`src/rtl/alu_ctrl_pkg.sv`:
```
// Shared constants for the registered ALU controller: MIPS opcode/funct
// encodings, ALU control codes and the sequencer state type.
package alu_ctrl_pkg;

  localparam logic [5:0] OP_RTYPE = 6'b000000;
  localparam logic [5:0] OP_REGIMM = 6'b000001;
  localparam logic [5:0] OP_BEQ   = 6'b000100;
  localparam logic [5:0] OP_BNE   = 6'b000101;
  localparam logic [5:0] OP_BLEZ  = 6'b000110;
  localparam logic [5:0] OP_BGTZ  = 6'b000111;
  localparam logic [5:0] OP_ADDI  = 6'b001000;
  localparam logic [5:0] OP_SLTI  = 6'b001010;
  localparam logic [5:0] OP_ANDI  = 6'b001100;
  localparam logic [5:0] OP_ORI   = 6'b001101;
  localparam logic [5:0] OP_XORI  = 6'b001110;
  localparam logic [5:0] OP_LW    = 6'b100011;
  localparam logic [5:0] OP_SW    = 6'b101011;
  localparam logic [5:0] OP_LH    = 6'b100001;
  localparam logic [5:0] OP_SH    = 6'b101001;
  localparam logic [5:0] OP_LB    = 6'b100000;
  localparam logic [5:0] OP_SB    = 6'b101000;
  localparam logic [5:0] OP_MUL   = 6'b011100;

  localparam logic [5:0] FN_ADD = 6'b100000;
  localparam logic [5:0] FN_SUB = 6'b100010;
  localparam logic [5:0] FN_SLL = 6'b000000;
  localparam logic [5:0] FN_SRL = 6'b000010;
  localparam logic [5:0] FN_AND = 6'b100100;
  localparam logic [5:0] FN_OR  = 6'b100101;
  localparam logic [5:0] FN_XOR = 6'b100110;
  localparam logic [5:0] FN_NOR = 6'b100111;
  localparam logic [5:0] FN_SLT = 6'b101010;
  localparam logic [5:0] FN_JR  = 6'b001000;

  localparam logic [4:0] ALU_ADD   = 5'b00000;
  localparam logic [4:0] ALU_SUB   = 5'b00001;
  localparam logic [4:0] ALU_MUL   = 5'b00010;
  localparam logic [4:0] ALU_AND   = 5'b00100;
  localparam logic [4:0] ALU_ANDI  = 5'b00101;
  localparam logic [4:0] ALU_OR    = 5'b00111;
  localparam logic [4:0] ALU_NOR   = 5'b01000;
  localparam logic [4:0] ALU_XOR   = 5'b01001;
  localparam logic [4:0] ALU_ORI   = 5'b01010;
  localparam logic [4:0] ALU_XORI  = 5'b01011;
  localparam logic [4:0] ALU_SLL   = 5'b01100;
  localparam logic [4:0] ALU_SRL   = 5'b01101;
  localparam logic [4:0] ALU_SLT   = 5'b01111;
  localparam logic [4:0] ALU_SLTI  = 5'b10000;
  localparam logic [4:0] ALU_BEQ   = 5'b10001;
  localparam logic [4:0] ALU_BNE   = 5'b10010;
  localparam logic [4:0] ALU_REGIMM = 5'b10011;
  localparam logic [4:0] ALU_BGTZ  = 5'b10100;
  localparam logic [4:0] ALU_BLEZ  = 5'b10101;
  localparam logic [4:0] ALU_LW    = 5'b11001;
  localparam logic [4:0] ALU_SW    = 5'b11010;
  localparam logic [4:0] ALU_LB    = 5'b11011;
  localparam logic [4:0] ALU_LH    = 5'b11100;
  localparam logic [4:0] ALU_SB    = 5'b11101;
  localparam logic [4:0] ALU_SH    = 5'b11110;
  localparam logic [4:0] ALU_JR    = 5'b11111;

  typedef enum logic {
    ST_IDLE,
    ST_MUL_BUSY
  } state_e;

endpackage

```
`src/rtl/alu_ctrl_decode.sv`:
```
// Pure combinational MIPS Op/Funct decode into a 5-bit ALU code, an
// illegal-encoding flag and a MUL marker for the sequencer.
module alu_ctrl_decode
  import alu_ctrl_pkg::*;
(
  input  logic [5:0] op,
  input  logic [5:0] funct,
  output logic [4:0] code,
  output logic       illegal,
  output logic       is_mul
);

  // Unknown encodings fall through to ADD with the illegal flag raised.
  always_comb begin
    code    = ALU_ADD;
    illegal = 1'b0;
    is_mul  = 1'b0;
    case (op)
      OP_RTYPE: begin
        case (funct)
          FN_ADD:  code = ALU_ADD;
          FN_SUB:  code = ALU_SUB;
          FN_SLL:  code = ALU_SLL;
          FN_SRL:  code = ALU_SRL;
          FN_AND:  code = ALU_AND;
          FN_OR:   code = ALU_OR;
          FN_XOR:  code = ALU_XOR;
          FN_NOR:  code = ALU_NOR;
          FN_SLT:  code = ALU_SLT;
          FN_JR:   code = ALU_JR;
          default: illegal = 1'b1;
        endcase
      end
      OP_REGIMM: code = ALU_REGIMM;
      OP_BEQ:    code = ALU_BEQ;
      OP_BNE:    code = ALU_BNE;
      OP_BLEZ:   code = ALU_BLEZ;
      OP_BGTZ:   code = ALU_BGTZ;
      OP_ADDI:   code = ALU_ADD;
      OP_SLTI:   code = ALU_SLTI;
      OP_ANDI:   code = ALU_ANDI;
      OP_ORI:    code = ALU_ORI;
      OP_XORI:   code = ALU_XORI;
      OP_LW:     code = ALU_LW;
      OP_SW:     code = ALU_SW;
      OP_LH:     code = ALU_LH;
      OP_SH:     code = ALU_SH;
      OP_LB:     code = ALU_LB;
      OP_SB:     code = ALU_SB;
      OP_MUL: begin
        code   = ALU_MUL;
        is_mul = 1'b1;
      end
      default:   illegal = 1'b1;
    endcase
  end

endmodule

```
`src/rtl/alu_ctrl_seq.sv`:
```
// Registered ALU controller at the ID/EX boundary: valid/ready handshake,
// stall hold, flush, and a counted busy window while a MUL occupies the ALU.
module alu_ctrl_seq
  import alu_ctrl_pkg::*;
#(
  parameter int CTRL_W  = 5,
  parameter int MUL_LAT = 4
) (
  input  logic              Clk,
  input  logic              Rst,
  input  logic              In_Valid,
  output logic              In_Ready,
  input  logic [5:0]        Op,
  input  logic [5:0]        Funct,
  input  logic              Stall_In,
  input  logic              Flush,
  output logic              Out_Valid,
  output logic [CTRL_W-1:0] ALU_Control,
  output logic              Illegal,
  output logic              Busy
);

  localparam int CNT_W = (MUL_LAT > 2) ? $clog2(MUL_LAT - 1) : 1;
  localparam logic [CNT_W-1:0] CNT_LOAD = (MUL_LAT > 1) ? CNT_W'(MUL_LAT - 2) : '0;

  state_e            state_q, state_d;
  logic [CNT_W-1:0]  cnt_q, cnt_d;
  logic              valid_q, valid_d;
  logic              illegal_q, illegal_d;
  logic [CTRL_W-1:0] ctrl_q, ctrl_d;

  logic [4:0] dec_code;
  logic       dec_illegal;
  logic       dec_is_mul;
  logic       accept;

  alu_ctrl_decode u_decode (
    .op      (Op),
    .funct   (Funct),
    .code    (dec_code),
    .illegal (dec_illegal),
    .is_mul  (dec_is_mul)
  );

  assign In_Ready = (state_q == ST_IDLE) && !Stall_In && !Flush;
  assign accept   = In_Valid && In_Ready;

  // Flush wins over everything but reset; the busy counter ignores Stall_In.
  always_comb begin
    state_d   = state_q;
    cnt_d     = cnt_q;
    valid_d   = valid_q;
    illegal_d = illegal_q;
    ctrl_d    = ctrl_q;
    if (Flush) begin
      state_d   = ST_IDLE;
      cnt_d     = '0;
      valid_d   = 1'b0;
      illegal_d = 1'b0;
    end else begin
      case (state_q)
        ST_IDLE: begin
          if (accept && dec_is_mul && (MUL_LAT > 1)) begin
            state_d = ST_MUL_BUSY;
            cnt_d   = CNT_LOAD;
          end
        end
        ST_MUL_BUSY: begin
          if (cnt_q == '0) begin
            state_d = ST_IDLE;
          end else begin
            cnt_d = cnt_q - 1'b1;
          end
        end
        default: state_d = ST_IDLE;
      endcase
      if (accept) begin
        valid_d   = 1'b1;
        illegal_d = dec_illegal;
        ctrl_d    = CTRL_W'(dec_code);
      end else if (!Stall_In) begin
        valid_d   = 1'b0;
        illegal_d = 1'b0;
      end
    end
  end

  always_ff @(posedge Clk) begin
    if (Rst) begin
      state_q   <= ST_IDLE;
      cnt_q     <= '0;
      valid_q   <= 1'b0;
      illegal_q <= 1'b0;
      ctrl_q    <= '0;
    end else begin
      state_q   <= state_d;
      cnt_q     <= cnt_d;
      valid_q   <= valid_d;
      illegal_q <= illegal_d;
      ctrl_q    <= ctrl_d;
    end
  end

  assign Out_Valid   = valid_q;
  assign Illegal     = illegal_q;
  assign ALU_Control = ctrl_q;
  assign Busy        = (state_q == ST_MUL_BUSY);

endmodule
```
`config.mk`:
```
export PLATFORM = sky130hd
export DESIGN_NAME = alu_ctrl_seq
export DESIGN_NICKNAME = d
export VERILOG_FILES = /design/src/rtl/alu_ctrl_pkg.sv /design/src/rtl/alu_ctrl_decode.sv /design/src/rtl/alu_ctrl_seq.sv
export SDC_FILE = /design/constraint.sdc
export NUM_CORES = 1
export LEC_CHECK = 0
export ABC_AREA = 1
export CORE_UTILIZATION = 43
export DETAILED_ROUTE_END_ITERATION = 12
export MAX_ROUTING_LAYER = met4
export PLACE_DENSITY = 0.76
export SYNTH_ARGS = -nofsm -noshare
export SYNTH_HDL_FRONTEND = slang
export SYNTH_HIERARCHICAL = 1
export SYNTH_SLANG_ARGS = --single-unit
```
`constraint.sdc`:
```
create_clock -name Clk -period 1.1 [get_ports Clk]
set_input_delay 0.22 -clock Clk [delete_from_list [all_inputs] [get_ports Clk]]
set_output_delay 0.22 -clock Clk [all_outputs]
set_load 0.05 [all_outputs]
```
==> results.md <==
- Run status: finished with violations
- Violated checks: setup timing
- Htree depth: 1
- Sequential share of the synthesized area: between 20% and 30%
- Power per cell area: 658.9 nW/µm²
- Synth top area share: between 20% and 30%
- Worst skew pair latency: roughly 260 ps
- Achievable clock frequency: roughly 0.8 GHz
- Number of vias per cell after detailed routing: roughly 5.4
- Core occupancy in the finished layout: 81.88%
- Most common cell after layout, fill and taps aside: sky130_fd_sc_hd__nand2_1
- Post-route design area: around 1600 µm²
- Wire length reported by the detailed router: between 3000 and 4000 µm
- CORE AREA: about 2000 µm²
- Effective utilization at floorplan: 46.87%
- Number of cells on the worst hold path: 1
- GRT Overall Usage: between 20% and 30%
- Headroom to the max-slew limit: a little over four fifths
- Number of instances in the synthesized netlist: around 170
- Distinct cells, synth: 24
- End of the worst hold path: cnt_q[0]$_SDFFE_PP0P_
- Vias: about 1300
- CTS root buf: sky130_fd_sc_hd__clkbuf_4
- Initial drt markers: between 40 and 50
- Detail Placement HPWL: approximately 2100 µm
- Routability cong.: about 0.85
- Highest-count cells in the layout ignoring fill and taps: sky130_fd_sc_hd__nand2_1 (39), sky130_fd_sc_hd__nand3_1 (21), sky130_fd_sc_hd__buf_4 (19)
- ANT cells: 0
- Peak fanout along the critical path: 2
- Element type at the critical path end: primary output
- Seq cells post-synth: 10
- Mapped Nets: 184
- Unrepaired setup endpoints after global routing: true
- Depth of the worst register-to-register path: 5
- Vias in the first global route: between 1000 and 1500
- Largest net degree at the start of global routing: 8
- IO Port Bufs: 25
- Classification of the worst setup path: reg -> out
- Startpoint class of the critical path: flip-flop
- Yosys warning count: 6
- First-pass GRT wire length: approximately 5200 µm
- Worst Path Arrival: slightly above 1000 ps
- Worst Clk Skew: 8.348 ps
- Avg Inst Size Synth: between 5 and 6 µm²
- Die X-Extent: 48.72 µm
- Row count: 16
- Clock tree from TritonCTS: done
- Synth area leader: sky130_fd_sc_hd__dfxtp_1
- Setup crit start: Busy$_SDFF_PP0_
- Reported max-cap violation count: 0
- Final period utilization: 112.1%
- Drt first pass iters: 6
- Worst Max-Slew Pin Slew: about 230 ps
- Startpoint of the tightest hold check path: cnt_q[0]$_SDFFE_PP0P_
- Leakage Power: ~0.78 nW
- Clock transition at the registers of the reported paths: around 80 ps
- Hold Crit Class: reg -> reg
- Number of buffers added by the clock tree synthesis step: 3
- Count of final max-slew check failures: 0
- Worst reg2reg path startpoint: Busy$_SDFF_PP0_
- Final net count: between 200 and 250
- Global route overflow: 0
- Clock net sink count: 10
- Antenna violations before repair: 0
- Area of placed instances: roughly 1400 µm²
- Synthesis-to-layout area growth: 74.67%
- Total die area: between 2000 and 2500 µm²
- Crit Reg-Reg Endpoint: ALU_Control[3]$_SDFFE_PP0P_
- Maximum buffer depth of the clock tree: 2
- Data required time of the critical path: ~880 ps
- Remaining design rule violation count: 0
- Cell total after placement: between 200 and 250
- Share of cells above drive strength 1: between 40% and 50%
- Time the final worst path needs with I/O delays and setup: 1233 ps
- Chip height: 48.72 µm
- Most area-consuming cells after synthesis: sky130_fd_sc_hd__dfxtp_1 (21%), sky130_fd_sc_hd__nand2_1 (17%), sky130_fd_sc_hd__nand3_1 (15%)
- Worst reg-to-reg setup slack: -60 ps
- Non-filler cells, final: roughly 240
- Number of top-level pins: 26
- Worst setup margin: -133.1 ps
- Pwr Total: roughly 1.1 mW
- Count of final setup violators: 9
- Remaining antenna violation count after routing: 0
- Total count of hold-check failures in the final report: 0
- Highest ir drop seen on vdd: 0.4964 mV
- Wire length per cell: around 14 µm
- Mapped cell area: 938.4 µm²
-- cell usage after synthesis, drive strengths merged --
master,number
ha,1
o21bai,1
nand4,2
o21ai,4
a31oi,1
a21oi,12
nand2,44
or2,2
nor3,3
buf,2
clkinv,1
nand3,30
nor2,32
inv,21
dfxtp,10
-- how the worst max path moves through the flow --
stage	slack, ps	end
floorplan	-330	ALU_Control[0]$_SDFFE_PP0P_
global placement	-670	Illegal$_SDFFE_PP0P_
detailed placement	-680	ALU_Control[3]$_SDFFE_PP0P_
CTS	-140	In_Ready
global route	-170	In_Ready
finish	-130	In_Ready
-- critical path, cell delays in order, from the launching register on --
cell and delay [ps]:
sky130_fd_sc_hd__dfxtp_4 360, sky130_fd_sc_hd__nor3_4 220, sky130_fd_sc_hd__buf_12 170
-- per-stage QoR --
stage	hold WS [ps]	TNS, ps	setup slack, ps
after CTS	418.9	-345.2	-143.7
after global routing	441.7	-986.6	-174.1
after floorplan	289.1	-2255	-325.1
final	427.4	-399.8	-133.1
after global placement	416.3	-5790	-670.5
after detailed placement	430.4	-5978	-678.5
-- kinds of logic (layout without fill, tap and decap cells) --
family / Yosys count / count (layout) / share of synthesized area (%)
AOI/OAI and AO/OA: 18 / 18 / 10.00
adders and majority gates: 1 / 1 / 1.333
buffers and inverters: 24 / 73 / 10.66
DFF: 10 / 10 / 21.33
and+or+nand+nor: 113 / 113 / 56.66
-- power breakdown --
| group | total (mW) | switching [mW] | internal [mW] |
|---|---|---|---|
| Combinational | 0.381 | 0.218 | 0.162 |
| Clock | 0.332 | 0.131 | 0.201 |
| Sequential | 0.368 | 0.00436 | 0.363 |
| Total | 1.08 | 0.354 | 0.726 |
-- final cells by class --
type | instances | area (µm²)
Clock buffer | 4 | 36.28
Sequential cell | 10 | 206.4
Tap cell | 27 | 33.78
Inverter | 22 | 85.08
Multi-Input combinational cell | 132 | 787.0
Fill cell | 137 | 362.8
Timing Repair Buffer | 47 | 490.5
-- layer usage --
| metal | vias to the layer above | GRT usage, % | share of wire, % |
|---|---|---|---|
| li1 | 633 | - | - |
| met1 | 595 | 32.69 | 41 |
| met2 | 66 | 53.24 | 52 |
| met3 | 13 | 3.459 | 5.4 |
| met4 | 0 | 5.882 | 2.1 |
| met5 | - | - | 0 |
-- state kept, by name, indices dropped and copies added (netlist names) --
name / flops
Out_Valid: 1
ALU_Control: 5
Illegal: 1
Busy: 1
cnt_q: 2
-- what timing repair did --
| action | 4_1_cts | 5_1_grt |
|---|---|---|
| pin swaps | 22 | 22 |
| endpoints found under the hold margin | 0 | 0 |
| gates resized for setup | 65 | 31 |
| hold buffers | 0 | 0 |
| endpoints found under the setup margin | 10 | 11 |
| gates cloned | 1 | 0 |
| setup buffers | 7 | 3 |
(Power assumes the default switching activity.)
